$ cat src/rtl/fetch_align.sv
// Fetch alignment stage: owns the fetch PC, classifies 16/32-bit words and feeds a one-entry slot to decode.
// Compressed-instruction support is compiled in when FETCH_RVC_EN is defined.
module fetch_align #(
  parameter int unsigned     XLEN     = 32,
  parameter logic [XLEN-1:0] RESET_PC = 32'h8000_0000
) (
  input  logic            clk,
  input  logic            rst,
  input  logic [31:0]     pf_instr_i,
  input  logic            pf_ack_i,
  output logic            pf_req_o,
  output logic [XLEN-1:0] pf_pc_o,
  output logic            pf_is_comp_o,
  output logic            pf_clear_o,
  input  logic            redirect_i,
  input  logic [XLEN-1:0] redirect_pc_i,
  output logic            if2id_valid_o,
  input  logic            if2id_ready_i,
  output logic [31:0]     if2id_instr_o,
  output logic [XLEN-1:0] if2id_pc_o,
  output logic            if2id_is_comp_o,
  output logic            if2id_misalign_o
);

  localparam logic [31:0] NOP = 32'h0000_0013;

  typedef enum logic [1:0] {S_RESET, S_FILL, S_RUN, S_FLUSH} state_t;

  state_t          state, state_next;
  logic [XLEN-1:0] pc, pc_next;
  logic [XLEN-1:0] slot_pc, slot_pc_next;
  logic [31:0]     slot_instr, slot_instr_next;
  logic            slot_valid, slot_valid_next;
  logic            slot_comp, slot_comp_next;
  logic            slot_mis, slot_mis_next;
  logic            halt, halt_next;
  logic            mis_pend, mis_pend_next;
  logic            comp, mis_target;
  logic            redir, free, capture, emit;

`ifdef FETCH_RVC_EN
  assign comp       = pf_instr_i[1:0] != 2'b11;
  assign mis_target = 1'b0;
`else
  assign comp       = 1'b0;
  assign mis_target = redirect_pc_i[1];
`endif

  assign redir = redirect_i && (state != S_RESET);
  assign free  = !slot_valid || if2id_ready_i;

  always_comb begin
    state_next      = state;
    pc_next         = pc;
    slot_valid_next = slot_valid;
    slot_instr_next = slot_instr;
    slot_pc_next    = slot_pc;
    slot_comp_next  = slot_comp;
    slot_mis_next   = slot_mis;
    halt_next       = halt;
    mis_pend_next   = mis_pend;
    pf_req_o        = 1'b0;
    pf_clear_o      = 1'b0;
    capture         = 1'b0;
    emit            = 1'b0;

    case (state)
      S_RESET: begin
        pf_clear_o = 1'b1;
        state_next = S_FILL;
      end
      S_FILL: begin
        pf_req_o = 1'b1;
        capture  = pf_ack_i && free;
        if (capture) state_next = S_RUN;
      end
      S_RUN: begin
        // A misaligned target parks here: one exception slot, then no further requests.
        pf_req_o = !halt;
        capture  = !halt && pf_ack_i && free;
        emit     = halt && mis_pend && free;
      end
      S_FLUSH: begin
        pf_clear_o = 1'b1;
        state_next = halt ? S_RUN : S_FILL;
      end
      default: state_next = S_RESET;
    endcase

    if (redir) begin
      pc_next         = mis_target ? redirect_pc_i : {redirect_pc_i[XLEN-1:1], 1'b0};
      slot_valid_next = 1'b0;
      halt_next       = mis_target;
      mis_pend_next   = mis_target;
      state_next      = S_FLUSH;
    end else if (capture) begin
      slot_valid_next = 1'b1;
      slot_instr_next = comp ? {16'h0000, pf_instr_i[15:0]} : pf_instr_i;
      slot_pc_next    = pc;
      slot_comp_next  = comp;
      slot_mis_next   = 1'b0;
      pc_next         = pc + (comp ? XLEN'(2) : XLEN'(4));
    end else if (emit) begin
      slot_valid_next = 1'b1;
      slot_instr_next = NOP;
      slot_pc_next    = pc;
      slot_comp_next  = 1'b0;
      slot_mis_next   = 1'b1;
      mis_pend_next   = 1'b0;
    end else if (if2id_ready_i) begin
      slot_valid_next = 1'b0;
    end
  end

  always_ff @(posedge clk or posedge rst) begin
    if (rst) begin
      state      <= S_RESET;
      pc         <= RESET_PC;
      slot_valid <= 1'b0;
      slot_instr <= NOP;
      slot_pc    <= RESET_PC;
      slot_comp  <= 1'b0;
      slot_mis   <= 1'b0;
      halt       <= 1'b0;
      mis_pend   <= 1'b0;
    end else begin
      state      <= state_next;
      pc         <= pc_next;
      slot_valid <= slot_valid_next;
      slot_instr <= slot_instr_next;
      slot_pc    <= slot_pc_next;
      slot_comp  <= slot_comp_next;
      slot_mis   <= slot_mis_next;
      halt       <= halt_next;
      mis_pend   <= mis_pend_next;
    end
  end

  assign pf_pc_o          = pc;
  assign pf_is_comp_o     = pf_ack_i && comp;
  assign if2id_valid_o    = slot_valid;
  assign if2id_instr_o    = slot_instr;
  assign if2id_pc_o       = slot_pc;
  assign if2id_is_comp_o  = slot_comp;
  assign if2id_misalign_o = slot_mis;

endmodule
$ cat config.mk
export PLATFORM = sky130hd
export DESIGN_NAME = fetch_align
export DESIGN_NICKNAME = d
export VERILOG_FILES = /design/src/rtl/fetch_align.sv
export SDC_FILE = /design/constraint.sdc
export NUM_CORES = 1
export LEC_CHECK = 0
export CORE_UTILIZATION = 44
export DETAILED_ROUTE_END_ITERATION = 8
export PLACE_DENSITY = 0.8
export SYNTH_ARGS = -nofsm -noshare
export SYNTH_HDL_FRONTEND = slang
export SYNTH_SLANG_ARGS = --single-unit
$ cat constraint.sdc
create_clock -name clk -period 4.69 [get_ports clk]
set_input_delay 0.938 -clock clk [delete_from_list [all_inputs] [get_ports clk]]
set_output_delay 0.938 -clock clk [all_outputs]
set_load 0.1 [all_outputs]
Word level (Yosys, flattened, before mapping)
Index checks and enable logic that the tools add are counted.

$add $sub $neg: 1. Equal/unequal tests: 5. Muxes and demuxes: 25. Bitwise operators: 1. Reductions and logical operators: 20.

Operator list (number): $mux W32 (6); $add A32 B3 Y32 const B (1); $mux W1 (12); $mux W2 (4); $reduce_bool A2 Y1 (4); $reduce_bool A4 Y1 (2); $logic_and A1 B1 Y1 (6); $pmux W2 S3 (1); $reduce_and A2 Y1 (3); $eq A2 B2 Y1 const B (2); $pmux W1 S2 (2); $ne A3 B3 Y1 const B (1); $eq A2 B1 Y1 const B (1); $logic_not A1 Y1 (2); $logic_not A2 Y1 (1); $ne A2 B2 Y1 const B (1); $reduce_or A2 Y1 (1); $logic_or A1 B1 Y1 (1); $not A1 Y1 (1).

Flip-flop bits (word level): 103. Bits of input ports: 69. Output and inout bits: 102. Logic and storage cells: 61.

Depth between registers and ports, before layout
Gate-level depths: netlist (run 1).

Depth in word-level cells: 7. Gate-level depth with buffers: 10. Gate-level depth less buffers: 7.

Least setup slack after synthesis (run 1)
OpenSTA, ideal clock, no wires.

Path type: register -> register. From: reg pc[9], in the netlist pf_pc_o[9]. To: reg pc[29], in the netlist pf_pc_o[29]. Setup time: 72 ps. Data arrival time: 2662 ps. Required time: 4618 ps. Path slack: 1956 ps. Cell stages (with the launch flop): 7. Cells stage by stage: dfrtp_1 > and3_2 > nand4_2 > or4_1 > buf_2 > or4_1 > nand3_1.

Cells in the longest elaborated chain, start to end: 3.

Ends and longest elaborated chain: start: declaration (line 30) `logic [XLEN-1:0] pc, pc_next;`; start signal: assignment (line 128) `pc <= pc_next;`; $add A32 B3 Y32 (line 102) `pc_next = pc + (comp ? XLEN'(2) : XLEN'(4));`; $mux W32 (line 96) `end else if (capture) begin`; $mux W32 (line 90) `if (redir) begin`.

Every way passes these cells. The select of a mux whose other input is x is not followed. A chain may end at the register's enable or synchronous reset.

Final worst setup path (run 1)
From: reg state[0]. To: out pf_req_o.

Cells in the longest elaborated chain, start to end: 2.

Ends and longest elaborated chain: start: declaration (line 29) `state_t state, state_next;`; start signal: assignment (line 127) `state <= state_next;`; $eq A2 B2 Y1 / $eq A2 B1 Y1 (equally long branches) (line 67) `case (state)`; $pmux W1 S2 (*) (line 67); end: declaration (line 11) `output logic pf_req_o,`.

Mark *: on every way between the ends. The rest lies on a longest branch, timed or not.

==> results by group, run 1 <==
Yosys
  • Yosys warnings: 0
  • FFs w/ async S/R, synth: 1.00
  • Sequential element share of the synthesized area: 0.558
  • Top cells by area, synth: dfrtp_1 (53%), mux2_2 (7.9%), a22o_1 (5.5%)
  • Synth Flop Type: dfrtp_1
  • Syn Area/Cell: 11.2 µm²
  • Leading area contributor after synthesis: dfrtp_1
  • Synth cell types: 49
  • Synth Instances: 408
  • EDFF count, synth: 0
  • Synthesized cell area: 4580 µm²
  • Synth cell count leaders: dfrtp_1 (97), nand2_1 (52), mux2_2 (32)
  • Count leader, synth: dfrtp_1
  • Synth top area share: 0.530
  • Yosys reg bits: 102

Place
  • DP Cell Count: 688
  • DP Worst Slack: 1300 ps
  • Gpl congestion: 0.804
  • PortBufs: 168
  • HPWL Detailed: 8.39 mm

STA
  • Setup-failing EPs final: 0
  • Fin. max-slew vios: 0
  • Final Skew: 12.4 ps
  • Max_slew headroom: 0.221
  • Hold Vio Cnt, Final: 0
  • F_max: 264 MHz
  • RSZ-0062 raised after global routing: false
  • Final Critical Period: 3780 ps
  • Setup Total Neg Slack: 0 ps
  • Final worst path period share: 0.806
  • Worst slew pin tran: 1170 ps
  • Final WS setup: 909 ps
  • Fin Hold WS: 488 ps

Floorplan
  • Ports: 171
  • Row count: 36
  • Die Width: 104 µm
  • Die area: 10800 µm²
  • Core area: 9950 µm²
  • Die height: 104 µm
  • Initial core utilization: 0.460

Global routing
  • Largest net degree at the start of global routing: 60
  • Gr ovfl total: 0
  • Total track usage: 0.222
  • First-pass GRT wire length: 19.1 mm
  • Vias in the first global route: 3733
  • Initial antenna violation count: 0

Clock network
  • Clock Sinks: 102
  • Clock Root Buffer: clkbuf_8
  • Setup Buffers After CTS: 0
  • Hold buffers post-CTS: 0
  • CTS H-tree lvls: 3
  • CTS buffer count: 9
  • CTS tree: yes
  • Clk_lat worst skew: 360 ps
  • Reg clk slew, reported paths: 90 ps
  • Post-cts resize count: 0
  • Clk buf depth: 2

Layout
  • Share of cells above drive strength 1: 0.123
  • Final #Nets: 640
  • N_diodes: 0
  • Area growth syn-to-layout: 42.5%
  • Fin cells: 704

Routing
  • Total Routed Length: 11.6 mm
  • ANT nets after route: 0
  • Via count: 3708
  • DR WL/cell: 16.5 µm
  • DRC: 0
  • DR pass1 iterations: 4
  • Vias per cell: 5.27
  • DRT iter0 DRCs: 201

Critical path
  • Startpoint Class: register
  • Worst Path Max Fanout: 6
  • Element type at the critical path end: output port
  • Worst Path Required: 3750 ps
  • Reg-to-reg setup timing slack: 2010 ps
  • Arrival @ worst endpoint: 2840 ps
  • Crit path kind: register to output port

Run status
  • Outcome: complete, no violations

Run
  • # Max-Cap Violations: 0

Hold path
  • Worst hold path type: register to register
-- layout by cell type (no fill, tap or decap), drive strengths merged, types with 3 or more instances in the layout --
cell type      synthesis  routed
a21oi                  6       6
dfrtp                 97      97
clkbuf                17      10
and3                   9       9
buf                    8       4
dfstp                  5       5
inv                    7       8
nand3                 14      14
and4                   3       3
nand2                 53      53
mux2                  32      32
clkinv                 0       3
a31oi                  3       3
o21ai                 30      30
nand4                 12      12
xor2                   6       6
or4                    3       3
nor4                   8       8
a22o                  29      29
nor2                  16      16
ha                     5       5
clkdlybuf4s50          0     168
nor3                   7       7
xnor2                 17      17
-- stage by stage --
| stage | instance area [µm²] | utilization |
|---|---|---|
| final | 6530 | 0.656 |
| after global routing | 6530 | 0.656 |
| after global placement | 6350 | 0.638 |
| after detailed placement | 6350 | 0.638 |
| after CTS | 6530 | 0.656 |
| after floorplan | 4590 | - |
-- kinds of logic (layout without fill, tap and decap cells) --
group           Yosys count  in the layout  share of synthesized area
compound gates           75             75                      0.116
xor+xnor                 23             23                     0.0440
fa+ha+maj                 5              5                     0.0137
mux                      33             33                     0.0808
other cells               1              2                   0.000818
simple gates            136            136                      0.153
buf+inv                  33            195                     0.0339
flops                   102            102                      0.558
-- path summary, 6_finish.rpt --
check / startpoint / end / cells after the start
worst max-delay path: state[0] / pf_req_o / 6
worst min-delay path: if2id_pc_o[12] / if2id_pc_o[12] / 2
worst max register to register: state[0] / pf_pc_o[31] / 7
worst min register to register: if2id_pc_o[12] / if2id_pc_o[12] / 2
max in group asynchronous: rst / if2id_instr_o[4] / 3
min in group asynchronous: rst / if2id_instr_o[21] / 2
-- per-layer routing --
layer	part of all wire	GRT usage	vias up
li1	-	-	1765
met1	0.44	0.287	1817
met2	0.51	0.378	116
met3	0.046	0.0401	10
met4	0.013	0.0714	0
met5	0	0	-
-- final cells by class --
| cell class | instances | area (µm²) |
|---|---|---|
| clock buffers | 10 | 128 |
| clock inverters | 6 | 46.3 |
| fillers | 790 | 3430 |
| inverters | 7 | 28.8 |
| multi-input cells | 274 | 1880 |
| flip-flops and latches | 102 | 2560 |
| well taps | 133 | 166 |
| repair buffers | 172 | 1720 |
-- critical path, cell delays in order (launching register included) --
cell             delay, ps
dfrtp_1                400
inv_1                   80
ha_1                   220
nor2b_2                180
o21ai_0                490
inv_1                  120
clkdlybuf4s50_1        990
-- flip-flops by register name, indices dropped and copies added (netlist names) --
register / cells
if2id_misalign_o: 1
state: 2
pf_pc_o: 32
mis_pend: 1
if2id_valid_o: 1
if2id_pc_o: 32
halt: 1
if2id_instr_o: 32
Power of run 1 is not shown: default switching activity piles up to over one toggle a cycle in this logic, so the estimate is an artifact.
==> run 2, diff against run 1 <==
- CORE_UTILIZATION: 44 -> 40
- PLACE_DENSITY: 0.8 -> 0.76
- clock period: 4.69 -> 3.3 ns (I/O delays scaled with it)
==> run 2 against run 1 <==
Global-route usage down 1.8 points. Count of clock-buffer cells in the layout unchanged. Cell count increased by 2.1%. Critical path depth unchanged. First-iteration DRC count decreased by 22%. Utilization is 6.6 points lower. Register-to-register slack worse by 1200 ps. Worst setup slack got worse by 430 ps. Hold slack worse by 2.8 ps. Final area down 0.71%. Sequential cell count stayed put.
==> results by group, run 2 (synthesis gave the netlist of run 1 again) <==
Run status
  • Outcome: complete, no violations (unchanged)

STA
  • F_max: 354 MHz
  • Worst slew pin tran: 772 ps (was 1170 ps)
  • Final Critical Period: 2830 ps
  • Max_slew headroom: 0.486 (was 0.221)
  • RSZ-0062 raised after global routing: false (unchanged)
  • Setup Total Neg Slack: 0 ps (unchanged)
  • Setup-failing EPs final: 0 (unchanged)
  • Final Skew: 6.07 ps (was 12.4 ps)
  • Hold Vio Cnt, Final: 0 (unchanged)
  • Final worst path period share: 0.856
  • Fin. max-slew vios: 0 (unchanged)

Floorplan
  • Initial core utilization: 0.417 (was 0.460)
  • Row count: 38 (was 36)
  • Ports: 171 (unchanged)
  • Die Width: 109 µm (was 104 µm)
  • Die area: 11900 µm² (was 10800 µm²)
  • Core area: 11000 µm² (was 9950 µm²)
  • Die height: 109 µm (was 104 µm)

Routing
  • Via count: 3759 (was 3708)
  • DR WL/cell: 16.4 µm (was 16.5 µm)
  • Total Routed Length: 11.8 mm (was 11.6 mm)
  • ANT nets after route: 0 (unchanged)
  • DRC: 0 (unchanged)
  • Vias per cell: 5.23 (was 5.27)
  • DRT iter0 DRCs: 156 (was 201)
  • DR pass1 iterations: 4 (unchanged)

Critical path
  • Worst r2r dst: pf_pc_o[31] (unchanged)
  • Reg2reg path depth: 7 (unchanged)
  • Worst Path Max Fanout: 6 (unchanged)
  • Crit path kind: register to output port (unchanged)
  • Arrival @ worst endpoint: 2170 ps (was 2840 ps)
  • Element type at the critical path end: output port (unchanged)
  • R2r startpoint: state[0] (unchanged)
  • Worst Path Required: 2640 ps (was 3750 ps)
  • Startpoint Class: register (unchanged)
  • Reg-to-reg setup timing slack: 860 ps (was 2010 ps)

Place
  • HPWL Detailed: 8.77 mm (was 8.39 mm)
  • Gpl congestion: 0.777 (was 0.804)
  • PortBufs: 168 (unchanged)

Clock network
  • Hold buffers post-CTS: 0 (unchanged)
  • Reg clk slew, reported paths: 70 ps (was 90 ps)
  • Clock Root Buffer: clkbuf_16 (was clkbuf_8)
  • Clock Sinks: 102 (unchanged)
  • Setup Buffers After CTS: 0 (unchanged)
  • Clk_lat worst skew: 340 ps (was 360 ps)
  • CTS buffer count: 9 (unchanged)
  • Post-cts resize count: 0 (unchanged)
  • CTS H-tree lvls: 3 (unchanged)
  • Clk buf depth: 2 (unchanged)
  • CTS tree: yes (unchanged)

Layout
  • N_diodes: 0 (unchanged)
  • Area growth syn-to-layout: 41.4% (was 42.5%)
  • Most common cell after layout, fill and taps aside: buf_4 (was clkdlybuf4s50_1)
  • Most frequent cells in the layout: buf_4 (111), dfrtp_1 (97), clkdlybuf4s50_1 (68), nand2_1 (52), mux2_2 (32) (was clkdlybuf4s50_1 (168), dfrtp_1 (97), nand2_1 (52), mux2_2 (32), o21ai_0 (30))
  • Share of cells above drive strength 1: 0.309 (was 0.123)
  • Final #Nets: 648 (was 640)

Global routing
  • Largest net degree at the start of global routing: 37 (was 60)
  • Gr ovfl total: 0 (unchanged)
  • First-pass GRT wire length: 18.5 mm (was 19.1 mm)
  • Total track usage: 0.204 (was 0.222)
  • Vias in the first global route: 3639 (was 3733)
  • Initial antenna violation count: 0 (unchanged)

Hold path
  • Hold path cells: 2 (unchanged)
  • Hold_sp: if2id_instr_o[0] (was if2id_pc_o[12])
  • Hold endpoint: if2id_instr_o[0] (was if2id_pc_o[12])
  • Worst hold path type: register to register (unchanged)

Run
  • # Max-Cap Violations: 0 (unchanged)
run 2: worst max-delay path by stage:
stage,slack (ps),to,from
final,470,pf_req_o,state[0]
after global routing,340,pf_req_o,state[0]
after CTS,490,pf_req_o,state[0]
after detailed placement,520,pf_pc_o[31],if2id_ready_i
after global placement,550,pf_pc_o[31],if2id_ready_i
after floorplan,570,pf_pc_o[29],pf_pc_o[9]
run 2: metrics by stage:
step / instances / cell area (µm²) / worst slack, ps / util / hold WS, ps
finish: 719 / 6480 / 474 / 0.590 / 485
global route: 719 / 6480 / 341 / 0.590 / 520
CTS: 719 / 6480 / 493 / 0.590 / 486
detailed placement: 703 / 6170 / 519 / 0.562 / 475
global placement: 703 / 6170 / 553 / 0.562 / 470
floorplan: 409 / 4590 / 566 / - / 492
run 2: final cells by class:
class                           count  area, µm²
Clock inverter                      6       68.8
Multi-Input combinational cell    274       1880
Timing Repair Buffer              180       1530
Sequential cell                   102       2560
Clock buffer                       10        239
Inverter                            7       30.0
Fill cell                         919       4500
Tap cell                          140        175
run 2: critical path, stage by stage, from the launching register on:
cell     delay, ps
dfrtp_1        410
inv_1           90
ha_1           220
nor2b_2        180
o21ai_0        570
inv_1           90
buf_4          260
run 2: metal layers:
metal,GRT usage,share of wire
met5,0,0
met4,0.0589,0.014
met3,0.0484,0.062
met2,0.336,0.49
met1,0.267,0.43
Power of run 2 is left out for the same reason.
==> run 3, diff against run 2 <==
- CAP_MARGIN: default -> 10
- CORE_UTILIZATION: 40 -> 36
- CTS_CLUSTER_DIAMETER: default -> 150
- PLACE_DENSITY: 0.76 -> 0.7
==> run 3 against run 2 <==
Critical path depth increased by 1. Cell count increased by 3.6%. Via count increased by 1.5%. Hold slack improved by 15 ps. First-iteration DRC count increased by 38%. Fmax increased by 10%. Utilization decreased by 5.7 points. Final area increased by 0.46%. Clock skew increased by 2.4 ps. Global-route usage decreased by 1.3 points. Largest cell class unchanged. Count of clock-buffer cells in the layout increased by 1. Non-clock buffer count decreased by 2. Critical path type unchanged.
==> results by group, run 3 (synthesis gave the netlist of run 1 again) <==
Run status
  • Outcome: complete, no violations (unchanged)

Routing
  • ANT nets after route: 0 (unchanged)
  • DR WL/cell: 16.3 µm (was 16.4 µm)
  • DRC: 0 (unchanged)
  • Via count: 3817 (was 3759)
  • Vias per cell: 5.12 (was 5.23)
  • DRT iter0 DRCs: 215 (was 156)
  • DR pass1 iterations: 4 (unchanged)
  • Total Routed Length: 12.1 mm (was 11.8 mm)

Clock network
  • CTS buffer count: 9 (unchanged)
  • Clk buf depth: 2 (unchanged)
  • Clock Sinks: 102 (unchanged)
  • Clock Root Buffer: clkbuf_16 (unchanged)
  • Post-cts resize count: 0 (unchanged)
  • CTS H-tree lvls: 3 (unchanged)
  • CTS tree: yes (unchanged)
  • Hold buffers post-CTS: 0 (unchanged)
  • Setup Buffers After CTS: 0 (unchanged)
  • Reg clk slew, reported paths: 70 ps (about the same)
  • Clk_lat worst skew: 350 ps (was 340 ps)

Floorplan
  • Initial core utilization: 0.375 (was 0.417)
  • Row count: 40 (was 38)
  • Core area: 12200 µm² (was 11000 µm²)
  • Die height: 115 µm (was 109 µm)
  • Die Width: 115 µm (was 109 µm)
  • Ports: 171 (unchanged)
  • Die area: 13200 µm² (was 11900 µm²)

STA
  • Final Critical Period: 2570 ps (was 2830 ps)
  • Setup Total Neg Slack: 0 ps (unchanged)
  • Hold Vio Cnt, Final: 0 (unchanged)
  • Final worst path period share: 0.778 (was 0.856)
  • F_max: 389 MHz (was 354 MHz)
  • Setup-failing EPs final: 0 (unchanged)
  • Fin. max-slew vios: 0 (unchanged)
  • Max_slew headroom: 0.491 (was 0.486)
  • Final Skew: 8.46 ps (was 6.07 ps)
  • Worst slew pin tran: 763 ps (was 772 ps)
  • RSZ-0062 raised after global routing: false (unchanged)

Global routing
  • Largest net degree at the start of global routing: 61 (was 37)
  • Initial antenna violation count: 0 (unchanged)
  • Vias in the first global route: 3753 (was 3639)
  • First-pass GRT wire length: 19.5 mm (was 18.5 mm)
  • Gr ovfl total: 0 (unchanged)
  • Total track usage: 0.191 (was 0.204)

Run
  • # Max-Cap Violations: 0 (unchanged)

Critical path
  • Crit path kind: register to output port (unchanged)
  • Max stage delay cell, worst path: dfrtp_1 (was o21ai_0)
  • Buf/Inv on CP: 4 (was 3)
  • Worst Path Max Fanout: 6 (unchanged)
  • Startpoint Class: register (unchanged)
  • Crit path launch: state[0] (unchanged)
  • Arrival @ worst endpoint: 1910 ps (was 2170 ps)
  • Worst Path Required: 2640 ps (about the same)
  • R2r startpoint: state[0] (unchanged)
  • Delay-heaviest family, CP: buffers and inverters (was compound AO/OA/AOI/OAI gates)
  • Critical-path cell list: inv_1, ha_1, nor2b_2, o21ai_0, buf_4, inv_1, buf_4 (was inv_1, ha_1, nor2b_2, o21ai_0, inv_1, buf_4)
  • CP peak stage delay: 420 ps (was 570 ps)
  • Element type at the critical path end: output port (unchanged)

Layout
  • Final #Nets: 646 (was 648)
  • Share of cells above drive strength 1: 0.303 (was 0.309)
  • N_diodes: 0 (unchanged)
  • Most frequent cells in the layout: buf_4 (107), dfrtp_1 (97), clkdlybuf4s50_1 (68), nand2_1 (52), mux2_2 (32) (was buf_4 (111), dfrtp_1 (97), clkdlybuf4s50_1 (68), nand2_1 (52), mux2_2 (32))
  • FILL cells: 1127 (was 919)
  • Area growth syn-to-layout: 42.1% (was 41.4%)
  • Most common cell after layout, fill and taps aside: buf_4 (unchanged)

Place
  • HPWL Detailed: 8.79 mm (was 8.77 mm)
  • PortBufs: 168 (unchanged)
  • Gpl congestion: 0.786 (was 0.777)

Hold path
  • Hold_sp: if2id_instr_o[1] (was if2id_instr_o[0])
  • Worst hold path type: register to register (unchanged)
[run 3: final timing paths]
path	to	slack, ps	cells past startpoint
worst max-delay path	pf_req_o	730	7
worst min-delay path	if2id_instr_o[1]	500	2
worst max register to register	if2id_pc_o[8]	860	8
worst min register to register	if2id_instr_o[1]	500	2
max in group asynchronous	if2id_pc_o[31]	1890	3
min in group asynchronous	if2id_instr_o[17]	680	2
[run 3: stage by stage]
step	hold WS (ps)	cells	cell area (µm²)	setup slack (ps)	util
floorplan	492	409	4590	566	-
global placement	476	729	6220	530	0.509
detailed placement	482	729	6220	479	0.509
CTS	492	745	6510	732	0.533
global route	516	745	6510	625	0.533
finish	500	745	6510	731	0.533
[run 3: routing by layer]
metal | track usage | vias up | share of wire
met2 | 0.305 | 131 | 0.49
li1 | - | 1790 | -
met3 | 0.0316 | 16 | 0.050
met5 | 0 | - | 0
met1 | 0.262 | 1880 | 0.45
met4 | 0.0736 | 0 | 0.016
[run 3: tightest hold or removal path, stage by stage, from the launching register on]
cell and delay (ps):
dfstp_2 380, nand2_1 40, o21ai_0 70
[run 3: final cells by class]
cell class                      instances  area, µm²  share of cell area
Clock buffer                           11        233              0.0357
Clock inverter                          5       60.1             0.00922
Inverter                                7       30.0             0.00461
Multi-Input combinational cell        274       1880               0.288
Sequential cell                       102       2560               0.393
Tap cell                              168        210              0.0323
Timing Repair Buffer                  178       1540               0.237
Power of run 3 is left out for the same reason.
